[src/rtl/sdram_posted_write_buffer_if.sv]
// Bus bundle for the SDRAM posted-write buffer.
// The CPU side carries a single-cycle request strobe with ready, a write
// acknowledge pulse and a read-return pulse with data. The memory side
// carries the one-cycle mem_cs request, the head entry fields, and the
// controller's mem_ack completion with read data.
//   slave  : view used by the buffer itself
//   master : view used by the surrounding CPU/controller environment
interface sdram_posted_write_buffer_if #(
    parameter int DATA_BITS = 32,
    parameter int ADDR_BITS = 24
);
    // CPU side
    logic                   cpu_req;
    logic                   cpu_read0_write1;
    logic [ADDR_BITS-1:0]   cpu_addr;
    logic [DATA_BITS/8-1:0] cpu_byteenable;
    logic [DATA_BITS-1:0]   cpu_write_data;
    logic                   cpu_ready;
    logic                   cpu_write_ack;
    logic                   cpu_read_valid;
    logic [DATA_BITS-1:0]   cpu_read_data;
    logic                   buffer_empty;
    // Controller side
    logic                   mem_cs;
    logic                   mem_read0_write1;
    logic [ADDR_BITS-1:0]   mem_addr;
    logic [DATA_BITS/8-1:0] mem_byteenable;
    logic [DATA_BITS-1:0]   mem_write_data;
    logic                   mem_ack;
    logic [DATA_BITS-1:0]   mem_read_data;

    modport slave (
        input  cpu_req, cpu_read0_write1, cpu_addr, cpu_byteenable, cpu_write_data,
        output cpu_ready, cpu_write_ack, cpu_read_valid, cpu_read_data, buffer_empty,
        output mem_cs, mem_read0_write1, mem_addr, mem_byteenable, mem_write_data,
        input  mem_ack, mem_read_data
    );

    modport master (
        output cpu_req, cpu_read0_write1, cpu_addr, cpu_byteenable, cpu_write_data,
        input  cpu_ready, cpu_write_ack, cpu_read_valid, cpu_read_data, buffer_empty,
        input  mem_cs, mem_read0_write1, mem_addr, mem_byteenable, mem_write_data,
        output mem_ack, mem_read_data
    );
endinterface

[src/rtl/sdram_posted_write_buffer.sv]
// Posted-write request buffer in front of the SDRAM controller.
// Requests are pushed into an in-order FIFO; writes are acknowledged one
// cycle after acceptance, reads block further admission until their data
// returns. A dispatcher issues the FIFO head to the controller one
// transaction at a time with a one-cycle mem_cs pulse and waits for mem_ack.
// Ports:
//   clk        : single clock
//   sync_reset : synchronous active-high reset
//   bus        : CPU and controller signals (slave view of the bundle)
module sdram_posted_write_buffer #(
    parameter int DATA_BITS = 32,
    parameter int ADDR_BITS = 24,
    parameter int DEPTH     = 4
) (
    input  logic                          clk,
    input  logic                          sync_reset,
    sdram_posted_write_buffer_if.slave    bus
);
    localparam int BE_BITS = DATA_BITS / 8;
    localparam int PTR_W   = $clog2(DEPTH);
    localparam int CNT_W   = PTR_W + 1;

    typedef enum logic [0:0] {
        S_IDLE     = 1'b0,
        S_WAIT_ACK = 1'b1
    } state_t;

    state_t               state_q;
    logic [CNT_W-1:0]     count_q, count_d;
    logic [PTR_W-1:0]     wr_ptr_q, wr_ptr_d;
    logic [PTR_W-1:0]     rd_ptr_q, rd_ptr_d;
    logic                 read_pending_q, read_pending_d;

    logic                 fifo_rw_q   [DEPTH];
    logic [ADDR_BITS-1:0] fifo_addr_q [DEPTH];
    logic [BE_BITS-1:0]   fifo_be_q   [DEPTH];
    logic [DATA_BITS-1:0] fifo_data_q [DEPTH];

    logic                 mem_cs_q;
    logic                 mem_rw_q;
    logic [ADDR_BITS-1:0] mem_addr_q;
    logic [BE_BITS-1:0]   mem_be_q;
    logic [DATA_BITS-1:0] mem_data_q;
    logic                 cpu_write_ack_q;
    logic                 cpu_read_valid_q;
    logic [DATA_BITS-1:0] cpu_read_data_q;

    logic                 cpu_ready_s;
    logic                 push_s;
    logic                 pop_s;

    // Admission and pop qualification; mem_ack only counts while waiting.
    always_comb begin
        cpu_ready_s = (count_q < CNT_W'(DEPTH)) && !read_pending_q;
        push_s      = bus.cpu_req && cpu_ready_s;
        pop_s       = (state_q == S_WAIT_ACK) && bus.mem_ack;
    end

    // Next-state for occupancy, pointers and the outstanding-read flag.
    always_comb begin
        count_d        = count_q;
        wr_ptr_d       = wr_ptr_q;
        rd_ptr_d       = rd_ptr_q;
        read_pending_d = read_pending_q;
        case ({push_s, pop_s})
            2'b10:   count_d = count_q + CNT_W'(1);
            2'b01:   count_d = count_q - CNT_W'(1);
            default: count_d = count_q;
        endcase
        if (push_s) begin
            wr_ptr_d = wr_ptr_q + PTR_W'(1);
        end else begin
            wr_ptr_d = wr_ptr_q;
        end
        if (pop_s) begin
            rd_ptr_d = rd_ptr_q + PTR_W'(1);
        end else begin
            rd_ptr_d = rd_ptr_q;
        end
        // A read cannot be admitted while one is pending, so set and clear never collide.
        if (push_s && !bus.cpu_read0_write1) begin
            read_pending_d = 1'b1;
        end else if (pop_s && !mem_rw_q) begin
            read_pending_d = 1'b0;
        end else begin
            read_pending_d = read_pending_q;
        end
    end

    // FIFO storage: write accepted requests at the write pointer.
    always_ff @(posedge clk) begin
        if (sync_reset) begin
            for (int i = 0; i < DEPTH; i++) begin
                fifo_rw_q[i]   <= 1'b0;
                fifo_addr_q[i] <= '0;
                fifo_be_q[i]   <= '0;
                fifo_data_q[i] <= '0;
            end
        end else if (push_s) begin
            fifo_rw_q[wr_ptr_q]   <= bus.cpu_read0_write1;
            fifo_addr_q[wr_ptr_q] <= bus.cpu_addr;
            fifo_be_q[wr_ptr_q]   <= bus.cpu_byteenable;
            fifo_data_q[wr_ptr_q] <= bus.cpu_write_data;
        end
    end

    // Occupancy, pointer and outstanding-read registers.
    always_ff @(posedge clk) begin
        if (sync_reset) begin
            count_q        <= '0;
            wr_ptr_q       <= '0;
            rd_ptr_q       <= '0;
            read_pending_q <= 1'b0;
        end else begin
            count_q        <= count_d;
            wr_ptr_q       <= wr_ptr_d;
            rd_ptr_q       <= rd_ptr_d;
            read_pending_q <= read_pending_d;
        end
    end

    // Dispatcher FSM with registered controller fields and CPU pulses.
    always_ff @(posedge clk) begin
        if (sync_reset) begin
            state_q          <= S_IDLE;
            mem_cs_q         <= 1'b0;
            mem_rw_q         <= 1'b0;
            mem_addr_q       <= '0;
            mem_be_q         <= '0;
            mem_data_q       <= '0;
            cpu_write_ack_q  <= 1'b0;
            cpu_read_valid_q <= 1'b0;
            cpu_read_data_q  <= '0;
        end else begin
            cpu_write_ack_q  <= push_s && bus.cpu_read0_write1;
            cpu_read_valid_q <= 1'b0;
            case (state_q)
                S_IDLE: begin
                    // count_q excludes an entry pushed at this same edge, so a
                    // fresh write is issued one cycle after its acknowledge.
                    if (count_q != CNT_W'(0)) begin
                        mem_cs_q   <= 1'b1;
                        mem_rw_q   <= fifo_rw_q[rd_ptr_q];
                        mem_addr_q <= fifo_addr_q[rd_ptr_q];
                        mem_be_q   <= fifo_be_q[rd_ptr_q];
                        mem_data_q <= fifo_data_q[rd_ptr_q];
                        state_q    <= S_WAIT_ACK;
                    end else begin
                        mem_cs_q   <= 1'b0;
                    end
                end
                S_WAIT_ACK: begin
                    mem_cs_q <= 1'b0;
                    if (bus.mem_ack) begin
                        state_q <= S_IDLE;
                        if (!mem_rw_q) begin
                            cpu_read_data_q  <= bus.mem_read_data;
                            cpu_read_valid_q <= 1'b1;
                        end
                    end
                end
                default: begin
                    state_q  <= S_IDLE;
                    mem_cs_q <= 1'b0;
                end
            endcase
        end
    end

    assign bus.cpu_ready        = cpu_ready_s;
    assign bus.cpu_write_ack    = cpu_write_ack_q;
    assign bus.cpu_read_valid   = cpu_read_valid_q;
    assign bus.cpu_read_data    = cpu_read_data_q;
    assign bus.buffer_empty     = (count_q == CNT_W'(0)) && (state_q == S_IDLE);
    assign bus.mem_cs           = mem_cs_q;
    assign bus.mem_read0_write1 = mem_rw_q;
    assign bus.mem_addr         = mem_addr_q;
    assign bus.mem_byteenable   = mem_be_q;
    assign bus.mem_write_data   = mem_data_q;
endmodule

[src/flat_wrapper.sv]
// flat-port wrapper written by rule: the top's interface ports become plain ports
module sdram_posted_write_buffer_flat 
#(
    parameter int DATA_BITS = 32,
    parameter int ADDR_BITS = 24,
    parameter int DEPTH     = 4
)
  (clk, sync_reset, bus_cpu_req, bus_cpu_read0_write1, bus_cpu_addr, bus_cpu_byteenable, bus_cpu_write_data, bus_cpu_ready, bus_cpu_write_ack, bus_cpu_read_valid, bus_cpu_read_data, bus_buffer_empty, bus_mem_cs, bus_mem_read0_write1, bus_mem_addr, bus_mem_byteenable, bus_mem_write_data, bus_mem_ack, bus_mem_read_data);
  sdram_posted_write_buffer_if #(.DATA_BITS(DATA_BITS), .ADDR_BITS(ADDR_BITS)) bus_i ();
  input  logic clk;
  input  logic sync_reset;
  input wire logic [$bits(bus_i.cpu_req)-1:0] bus_cpu_req;
  input wire logic [$bits(bus_i.cpu_read0_write1)-1:0] bus_cpu_read0_write1;
  input wire logic [$bits(bus_i.cpu_addr)-1:0] bus_cpu_addr;
  input wire logic [$bits(bus_i.cpu_byteenable)-1:0] bus_cpu_byteenable;
  input wire logic [$bits(bus_i.cpu_write_data)-1:0] bus_cpu_write_data;
  output wire logic [$bits(bus_i.cpu_ready)-1:0] bus_cpu_ready;
  output wire logic [$bits(bus_i.cpu_write_ack)-1:0] bus_cpu_write_ack;
  output wire logic [$bits(bus_i.cpu_read_valid)-1:0] bus_cpu_read_valid;
  output wire logic [$bits(bus_i.cpu_read_data)-1:0] bus_cpu_read_data;
  output wire logic [$bits(bus_i.buffer_empty)-1:0] bus_buffer_empty;
  output wire logic [$bits(bus_i.mem_cs)-1:0] bus_mem_cs;
  output wire logic [$bits(bus_i.mem_read0_write1)-1:0] bus_mem_read0_write1;
  output wire logic [$bits(bus_i.mem_addr)-1:0] bus_mem_addr;
  output wire logic [$bits(bus_i.mem_byteenable)-1:0] bus_mem_byteenable;
  output wire logic [$bits(bus_i.mem_write_data)-1:0] bus_mem_write_data;
  input wire logic [$bits(bus_i.mem_ack)-1:0] bus_mem_ack;
  input wire logic [$bits(bus_i.mem_read_data)-1:0] bus_mem_read_data;
  assign bus_i.cpu_req = bus_cpu_req;
  assign bus_i.cpu_read0_write1 = bus_cpu_read0_write1;
  assign bus_i.cpu_addr = bus_cpu_addr;
  assign bus_i.cpu_byteenable = bus_cpu_byteenable;
  assign bus_i.cpu_write_data = bus_cpu_write_data;
  assign bus_cpu_ready = bus_i.cpu_ready;
  assign bus_cpu_write_ack = bus_i.cpu_write_ack;
  assign bus_cpu_read_valid = bus_i.cpu_read_valid;
  assign bus_cpu_read_data = bus_i.cpu_read_data;
  assign bus_buffer_empty = bus_i.buffer_empty;
  assign bus_mem_cs = bus_i.mem_cs;
  assign bus_mem_read0_write1 = bus_i.mem_read0_write1;
  assign bus_mem_addr = bus_i.mem_addr;
  assign bus_mem_byteenable = bus_i.mem_byteenable;
  assign bus_mem_write_data = bus_i.mem_write_data;
  assign bus_i.mem_ack = bus_mem_ack;
  assign bus_i.mem_read_data = bus_mem_read_data;
  sdram_posted_write_buffer #(.DATA_BITS(DATA_BITS), .ADDR_BITS(ADDR_BITS), .DEPTH(DEPTH)) u_core (.clk(clk), .sync_reset(sync_reset), .bus(bus_i));
endmodule
[config.mk]
export PLATFORM = sky130hd
export DESIGN_NAME = sdram_posted_write_buffer_flat
export DESIGN_NICKNAME = d
export VERILOG_FILES = /design/src/rtl/sdram_posted_write_buffer_if.sv /design/src/rtl/sdram_posted_write_buffer.sv /design/src/flat_wrapper.sv
export SDC_FILE = /design/constraint.sdc
export NUM_CORES = 1
export LEC_CHECK = 0
export BUFFER_PORTS_ARGS = -buffer_cell sky130_fd_sc_hd__buf_2
export CAP_MARGIN = 20
export CORE_UTILIZATION = 40
export DETAILED_ROUTE_END_ITERATION = 6
export PLACE_DENSITY_LB_ADDON = 0.25
export REMOVE_ABC_BUFFERS = 1
export SETUP_SLACK_MARGIN = 0.4
export SKIP_CTS_REPAIR_TIMING = 1
export SLEW_MARGIN = 25
export SYNTH_ARGS = -nofsm -noshare
export SYNTH_HDL_FRONTEND = slang
export SYNTH_SLANG_ARGS = --single-unit
[constraint.sdc]
create_clock -name clk -period 7.7 [get_ports clk]
set_input_delay 0.77 -clock clk [delete_from_list [all_inputs] [get_ports clk]]
set_output_delay 0.77 -clock clk [all_outputs]
set_load 0.01 [all_outputs]
==> results of run 1 <==
-- state kept, by name, summed over array words and instances (netlist names) --
signal	count
u_core.bus.mem_cs	1
u_core.count_q	3
u_core.bus.cpu_write_ack	1
u_core.bus.mem_read0_write1	1
u_core.fifo_be_q	16
u_core.wr_ptr_q	2
u_core.bus.cpu_read_data	32
u_core.bus.mem_addr	24
u_core.read_pending_q	1
u_core.state_q	1
u_core.fifo_rw_q	4
u_core.rd_ptr_q	2
u_core.bus.cpu_read_valid	1
u_core.fifo_addr_q	96
u_core.bus.mem_byteenable	4
u_core.bus.mem_write_data	32
u_core.fifo_data_q	128
-- cells by family after synthesis --
group | share of synthesized area, %
AOI/OAI and AO/OA | 5.34
xor gates and xnor gates | 0.378
adders and majority gates | 0.234
buffers and inverters | 2.05
DFF | 67.8
muxes | 9.95
and+or+nand+nor | 14.3
-- per-layer routing --
metal,vias to the layer above,share of wire (%),wire length [µm]
met5,-,0.076,23
met2,188,50,15200
met3,42,5.5,1680
met1,3925,42,12700
li1,3744,-,-
met4,4,1.9,579
-- power by group through the flow --
stage	Clock, µW	Combinational, µW	Sequential [µW]
floorplan	0	475	2530
global placement	0	902	2480
detailed placement	0	918	2480
CTS	1830	921	2440
global route	1900	986	2470
finish	1790	899	2440
-- synth_stat cells, types with 2 or more instances --
cell type  count  area share [%]
and2_1       246              11
edfxtp_1     244              53
dfxtp_1      105              15
nand2_1       64             1.7
a22o_1        61             3.8
mux4_2        61             9.9
clkbuf_1      40             1.1
a21oi_1       33             1.2
clkbuf_2      12            0.43
buf_2          9            0.32
nor2_1         8            0.22
buf_1          4            0.11
inv_1          4            0.11
xnor2_1        4            0.25
a21o_1         2            0.11
nand3b_1       2            0.11
nor3_1         2           0.072
nor3_4         2            0.23
o21ai_0        2           0.072
xor2_1         2            0.13
-- worst min path at each step --
stage | from | end | slack, ns
2_1_floorplan | u_core.bus.cpu_read_data[0]$_SDFFE_PP0P_ | u_core.bus.cpu_read_data[0]$_SDFFE_PP0P_ | 0.47
3_3_place_gp | u_core.bus.cpu_read_data[15]$_SDFFE_PP0P_ | u_core.bus.cpu_read_data[15]$_SDFFE_PP0P_ | 0.44
5_1_grt | u_core.bus.cpu_read_data[30]$_SDFFE_PP0P_ | u_core.bus.cpu_read_data[30]$_SDFFE_PP0P_ | 0.47
6_report | u_core.bus.cpu_read_data[30]$_SDFFE_PP0P_ | u_core.bus.cpu_read_data[30]$_SDFFE_PP0P_ | 0.45
3_5_place_dp | u_core.bus.cpu_read_data[30]$_SDFFE_PP0P_ | u_core.bus.cpu_read_data[30]$_SDFFE_PP0P_ | 0.44
4_1_cts | u_core.bus.cpu_read_data[30]$_SDFFE_PP0P_ | u_core.bus.cpu_read_data[30]$_SDFFE_PP0P_ | 0.45
-- per-stage QoR --
step	hold slack [ns]	cells
floorplan	0.474	859
global placement	0.439	1510
detailed placement	0.444	1511
CTS	0.452	1580
global route	0.470	1582
finish	0.451	1585
-- cell type report --
type | instances | area (µm²) | share of cell area [%]
Tap cell | 448 | 561 | 3.38
Multi-Input combinational cell | 506 | 4250 | 25.6
Sequential cell | 349 | 9440 | 56.9
Clock inverter | 11 | 110 | 0.664
Timing Repair Buffer | 205 | 1070 | 6.47
Clock buffer | 58 | 1130 | 6.81
Antenna cell | 4 | 10.0 | 0.0604
Inverter | 4 | 15.0 | 0.0905
-- layout by cell type (no fill, tap or decap), drive strengths merged, types with 2 or more instances in the layout --
cell,count
nor3,5
bufinv,2
o21ai,2
clkinv,7
a22o,61
nand3b,2
mux4,61
edfxtp,244
inv,5
diode,4
a21oi,33
buf,205
nand2,64
clkbuf,58
nor2,8
xor2,2
xnor2,4
dfxtp,105
and2,246
nor4,2
a21o,2
-- worst register-to-register path, stage by stage (launching register included) --
cell and delay, ns:
dfxtp_1 0.49, nor3b_1 0.51, inv_1 0.11, ha_1 0.27
fa_1 0.44, xnor2_1 0.14, or3_1 0.30, a21oi_1 0.14
==> impl_metrics.tcl, run 1 <==
set metrics [dict create \
    critical-path-top-delay-family "simple AND/OR/NAND/NOR gates" \
    seq_area_frac_synth_pct 67.8 \
    antenna_found_initial 4 \
    die-area_um2 35500 \
    synthCells 924 \
    clk_path_buf_depth 3 \
    met1_usage_pct 21.4 \
    max-vdd-ir-drop_v 0.000179 \
    power_leakage_uw 0.00645 \
    intPower_uw 3780 \
    startpoint "sync_reset" \
    clock_latency_ns 0.51 \
    final_util_pct 49.0 \
    synth_area_um2 13900 \
    setup_slack_ns 5.19 \
    dr.pass1.iters 5 \
    finalCriticalPeriod_ns 2.51 \
    run_status "complete, no violations" \
    reg2reg_from "u_core.count_q[2]$_SDFFE_PP0P_" \
    path_buf_inv 3 \
    syn_to_final_growth_pct 19.2 \
    grt_pass1_vias 8091 \
    wl_um 30200 \
    synth_edf_count 244 \
    r2r_cells 7 \
    setup_viol 0 \
    gr-total-overflow 0 \
    fp-row-count 67 \
    crit_top_cell "buf_4" \
    grt.total_usage_pct 17.1 \
    clkPwrFrac_pct 34.9 \
    drc 0 \
    final_nets 1203 \
    crit_path_end_kind "flip-flop" \
    io_buffers 194 \
    hp-class "reg -> reg" \
    r2r_end "u_core.count_q[2]$_SDFFE_PP0P_" \
    numCtsBuffers 38 \
    crit_required_ns 8.08 \
    async_flop_share_pct 0 \
    hpwl_um 16400 \
    layout-drive-gt1-share_pct 29.7 \
    pin_count 195 \
    cp_data_arrival_time_ns 2.89 \
    crit_type "in -> reg" \
    synth-seq-cells 349 \
    syn_area_per_cell_um2 15.1 \
    grt_max_degree 63 \
    die_h_um 189 \
    reg2reg_slack_ns 5.22 \
    fin_tns_setup_ns 0 \
    core_um2 33900 \
    synthFlopType "edfxtp_1" \
    tightestPinTransition_ns 1.01 \
    max_freq_ghz 0.398 \
    cts_tree "built" \
    p_sw_uw 1350 \
    htreeDepth 2 \
    hold_viol_final 0 \
    critPathMaxStageDelay_ns 0.58 \
    cts_root_buf "clkbuf_16" \
    clkSlewWorstSetupHoldPaths_ns 0.06 \
    via_per_inst 4.99 \
    wl_per_cell_um 19.1 \
    gp_congestion 0.723 \
    synth_warnings 0 \
    dpl-instance-area_um2 15300 \
    pwr-share-seq_pct 47.6 \
    powerDensity_nw_per_um2 309 \
    hold_path_depth 2 \
    fin_crit_sh_pct 32.6 \
    crit_end "u_core.fifo_addr_q[1][3]$_SDFFCE_PN0P_" \
    skew_ns 0.0110 \
    crit_cells 6 \
    swShare_pct 26.3 \
    ant_nets 0 \
    cap_violations 0 \
    slowest_stage "buf_4" \
    synth.distinct_cells 37 \
    initial_core_util_pct 41.1 \
    die_w_um 189 \
    clock-sinks 349 \
    vias 7903 \
    maxSlewViolCount 0 \
    grt_use_met3_pct 3.58 \
    place_ws_ns 4.49 \
    cp_max_fo 51 \
    pwr-share-comb_pct 17.6 \
    grt_pass1_wl_um 46600 \
    use_met2_pct 29.9 \
    power.total_uw 5120 \
    slew_headroom_pct 32.5 \
    grt.busiest_layer "met2" \
    fillers 3012 \
    start_kind "input port" \
    initialDrtViolationCount 451 \
    postLayoutCellArea_um2 16600 \
    crit_path_cell_trace "buf_2, buf_4, or3b_1, nor4_4, buf_4, and2_1" \
    rsz0062_at_grt "no" \
]
No activity file was read; power rests on OpenSTA's default activity.
==> inputs of run 2 (changes only) <==
ABC_AREA = 1   (was not set)
clock period = 2.5 ns   (was 7.7 ns; I/O delays follow)
==> impl_metrics.tcl, run 2 <==
set metrics [dict create \
    clk_path_buf_depth 3 \
    wl_um 38200 \
    max-vdd-ir-drop_v 0.000381 \
    fin_crit_sh_pct 74.7 \
    slowest_stage "buf_4" \
    fp-row-count 72 \
    wl_per_cell_um 14.5 \
    finalCriticalPeriod_ns 1.87 \
    slew_headroom_pct 40.4 \
    via_per_inst 4.51 \
    routedLengthMet1_um 17100 \
    run_status "finished, violations left" \
    cts_root_buf "clkbuf_16" \
    crit_type "reg -> reg" \
    hold_viol_final 3 \
    initial_core_util_pct 40.7 \
    power_leakage_uw 0.00927 \
    clock-sinks 349 \
    tightestPinTransition_ns 0.894 \
    synth_area_leaders "edfxtp_1 (46%), dfxtp_1 (13%), nand2_1 (12%)" \
    fin_tns_setup_ns 0 \
    maxSlewViolCount 0 \
    synth_edf_count 244 \
    hold_slack_ns -0.0209 \
    skew_ns 0.0212 \
    largest_register "u_core.fifo_data_q" \
    cp_data_arrival_time_ns 2.04 \
    synthCells 1890 \
    synth_warnings 0 \
    final_nets 2188 \
    cap_violations 0 \
    ant_nets 0 \
    grt_pass1_wl_um 61100 \
    core_um2 38800 \
    fillers 3725 \
    final_cell_mix "nand2_1 (498), inv_1 (387), nor2_1 (315)" \
    synth.top_cell.area_share_pct 46.3 \
    die_h_um 201 \
    clock_latency_ns 0.54 \
    gr-total-overflow 0 \
    crit_required_ns 2.67 \
    die_w_um 201 \
    dr.pass1.iters 6 \
    largest_reg_flops 128 \
    num_antenna_cells 0 \
    crit_path_end_kind "flip-flop" \
    max_freq_ghz 0.536 \
    crit_path_cell_trace "inv_1, nand2_4, o21ai_4, buf_4" \
    pin_count 195 \
    critical-path-top-delay-family "buffers and inverters" \
    yosysMostFrequentCell "nand2_1" \
    initialDrtViolationCount 660 \
    layout.cells.most_common "nand2_1" \
    wl_met2_um 18200 \
    grt_max_degree 124 \
    path_buf_inv 2 \
    gp_congestion 0.840 \
    wl_met3_um 1980 \
    routed.top_layer "met5" \
    hpwl_um 22400 \
    powerDensity_nw_per_um2 914 \
    htreeDepth 2 \
    critPathMaxStageDelay_ns 0.44 \
    netlist_top_cells_count "nand2_1 (500), inv_1 (388), nor2_1 (315)" \
    cts_tree "built" \
    antenna_found_initial 1 \
    syn_area_per_cell_um2 8.37 \
    synth_area_um2 15800 \
    synth-seq-cells 349 \
    drc 0 \
    async_flop_share_pct 0 \
    yosys.area.top_type "edfxtp_1" \
    cp_max_fo 32 \
    die-area_um2 40400 \
    seq_area_frac_synth_pct 59.6 \
    clkSlewWorstSetupHoldPaths_ns 0.06 \
    layout-drive-gt1-share_pct 17.1 \
    final_util_pct 48.6 \
    syn_to_final_growth_pct 19.4 \
    hp-class "in -> reg" \
    vias 11900 \
    grt.total_usage_pct 19.1 \
    rsz0062_at_grt "no" \
    io_buffers 194 \
    top_regs "u_core.fifo_data_q x128, u_core.fifo_addr_q x96" \
    synth.distinct_cells 26 \
    synthFlopType "edfxtp_1" \
    start_kind "flip-flop" \
    violations "hold timing" \
    numCtsBuffers 39 \
    grt_pass1_vias 11600 \
    setup_viol 0 \
]
-- run 2: cell count changes in the layout (fill, tap and decap cells not counted), moves of 61 or more --
cell / change
a22o_1: -61
and2_1: -246
inv_1: +383
mux4_2: -61
nand2_1: +434
nand3_1: +124
nor2_1: +307
-- run 2: stage by stage --
step | hold slack, ns | worst slack [ns] | instances | cell area, µm² | total power (µW)
2_1_floorplan | 0.322 | -3.97 | 1796 | 15300 | 10200
5_1_grt | 0.00491 | 0.523 | 2637 | 18900 | 18300
3_3_place_gp | 0.478 | 0.552 | 2538 | 17300 | 11700
3_5_place_dp | 0.483 | 0.538 | 2538 | 17300 | 11800
4_1_cts | -0.0660 | 0.595 | 2609 | 18600 | 17500
6_report | -0.0209 | 0.633 | 2637 | 18900 | 17300
-- run 2: worst register-to-register path, cell delays in order, from the launching register on --
cell	delay (ns)
dfxtp_1	0.36
inv_1	0.24
nand2_4	0.23
o21ai_4	0.21
buf_4	0.44
-- run 2: path summary, 6_finish.rpt --
check | startpoint | endpoint | slack, ns | cells past startpoint
max | u_core.wr_ptr_q[1]$_SDFFE_PP0P_ | u_core.fifo_addr_q[1][8]$_SDFFCE_PN0P_ | 0.63 | 4
min | bus_mem_read_data[31] | u_core.bus.cpu_read_data[31]$_SDFFE_PP0P_ | -0.02 | 3
max reg2reg | u_core.wr_ptr_q[1]$_SDFFE_PP0P_ | u_core.fifo_addr_q[1][8]$_SDFFCE_PN0P_ | 0.63 | 4
min reg2reg | u_core.bus.cpu_read_data[6]$_SDFFE_PP0P_ | u_core.bus.cpu_read_data[6]$_SDFFE_PP0P_ | 0.51 | 2
-- run 2: report_power, final --
group          internal [µW]  switching [µW]
combinational           1440            2780
sequential              7080             357
clock                   3320            2300
total                  11800            5440
-- run 2: kinds of logic (layout without fill, tap and decap cells) --
family / Yosys count / in the layout / share of synthesized area [%]
DFF: 349 / 349 / 59.6
adders and majority gates: 2 / 2 / 0.206
buffers and inverters: 485 / 714 / 12.5
AOI/OAI and AO/OA: 46 / 46 / 1.48
and+or+nand+nor: 1008 / 1008 / 26.2
-- run 2: per-layer routing --
metal,global-route usage [%],vias up
met5,0,-
met4,5.75,2
met3,2.89,60
met2,32.9,347
met1,24.7,5428
li1,-,6064
-- run 2: cell type report --
cell class / count / area (µm²) / share of cell area, %
clock buffers: 56 / 1150 / 6.10
flip-flops and latches: 349 / 9440 / 50.0
clock inverters: 15 / 123 / 0.649
multi-input cells: 1056 / 4480 / 23.7
inverters: 391 / 1470 / 7.80
repair buffers: 252 / 1580 / 8.35
well taps: 518 / 648 / 3.43
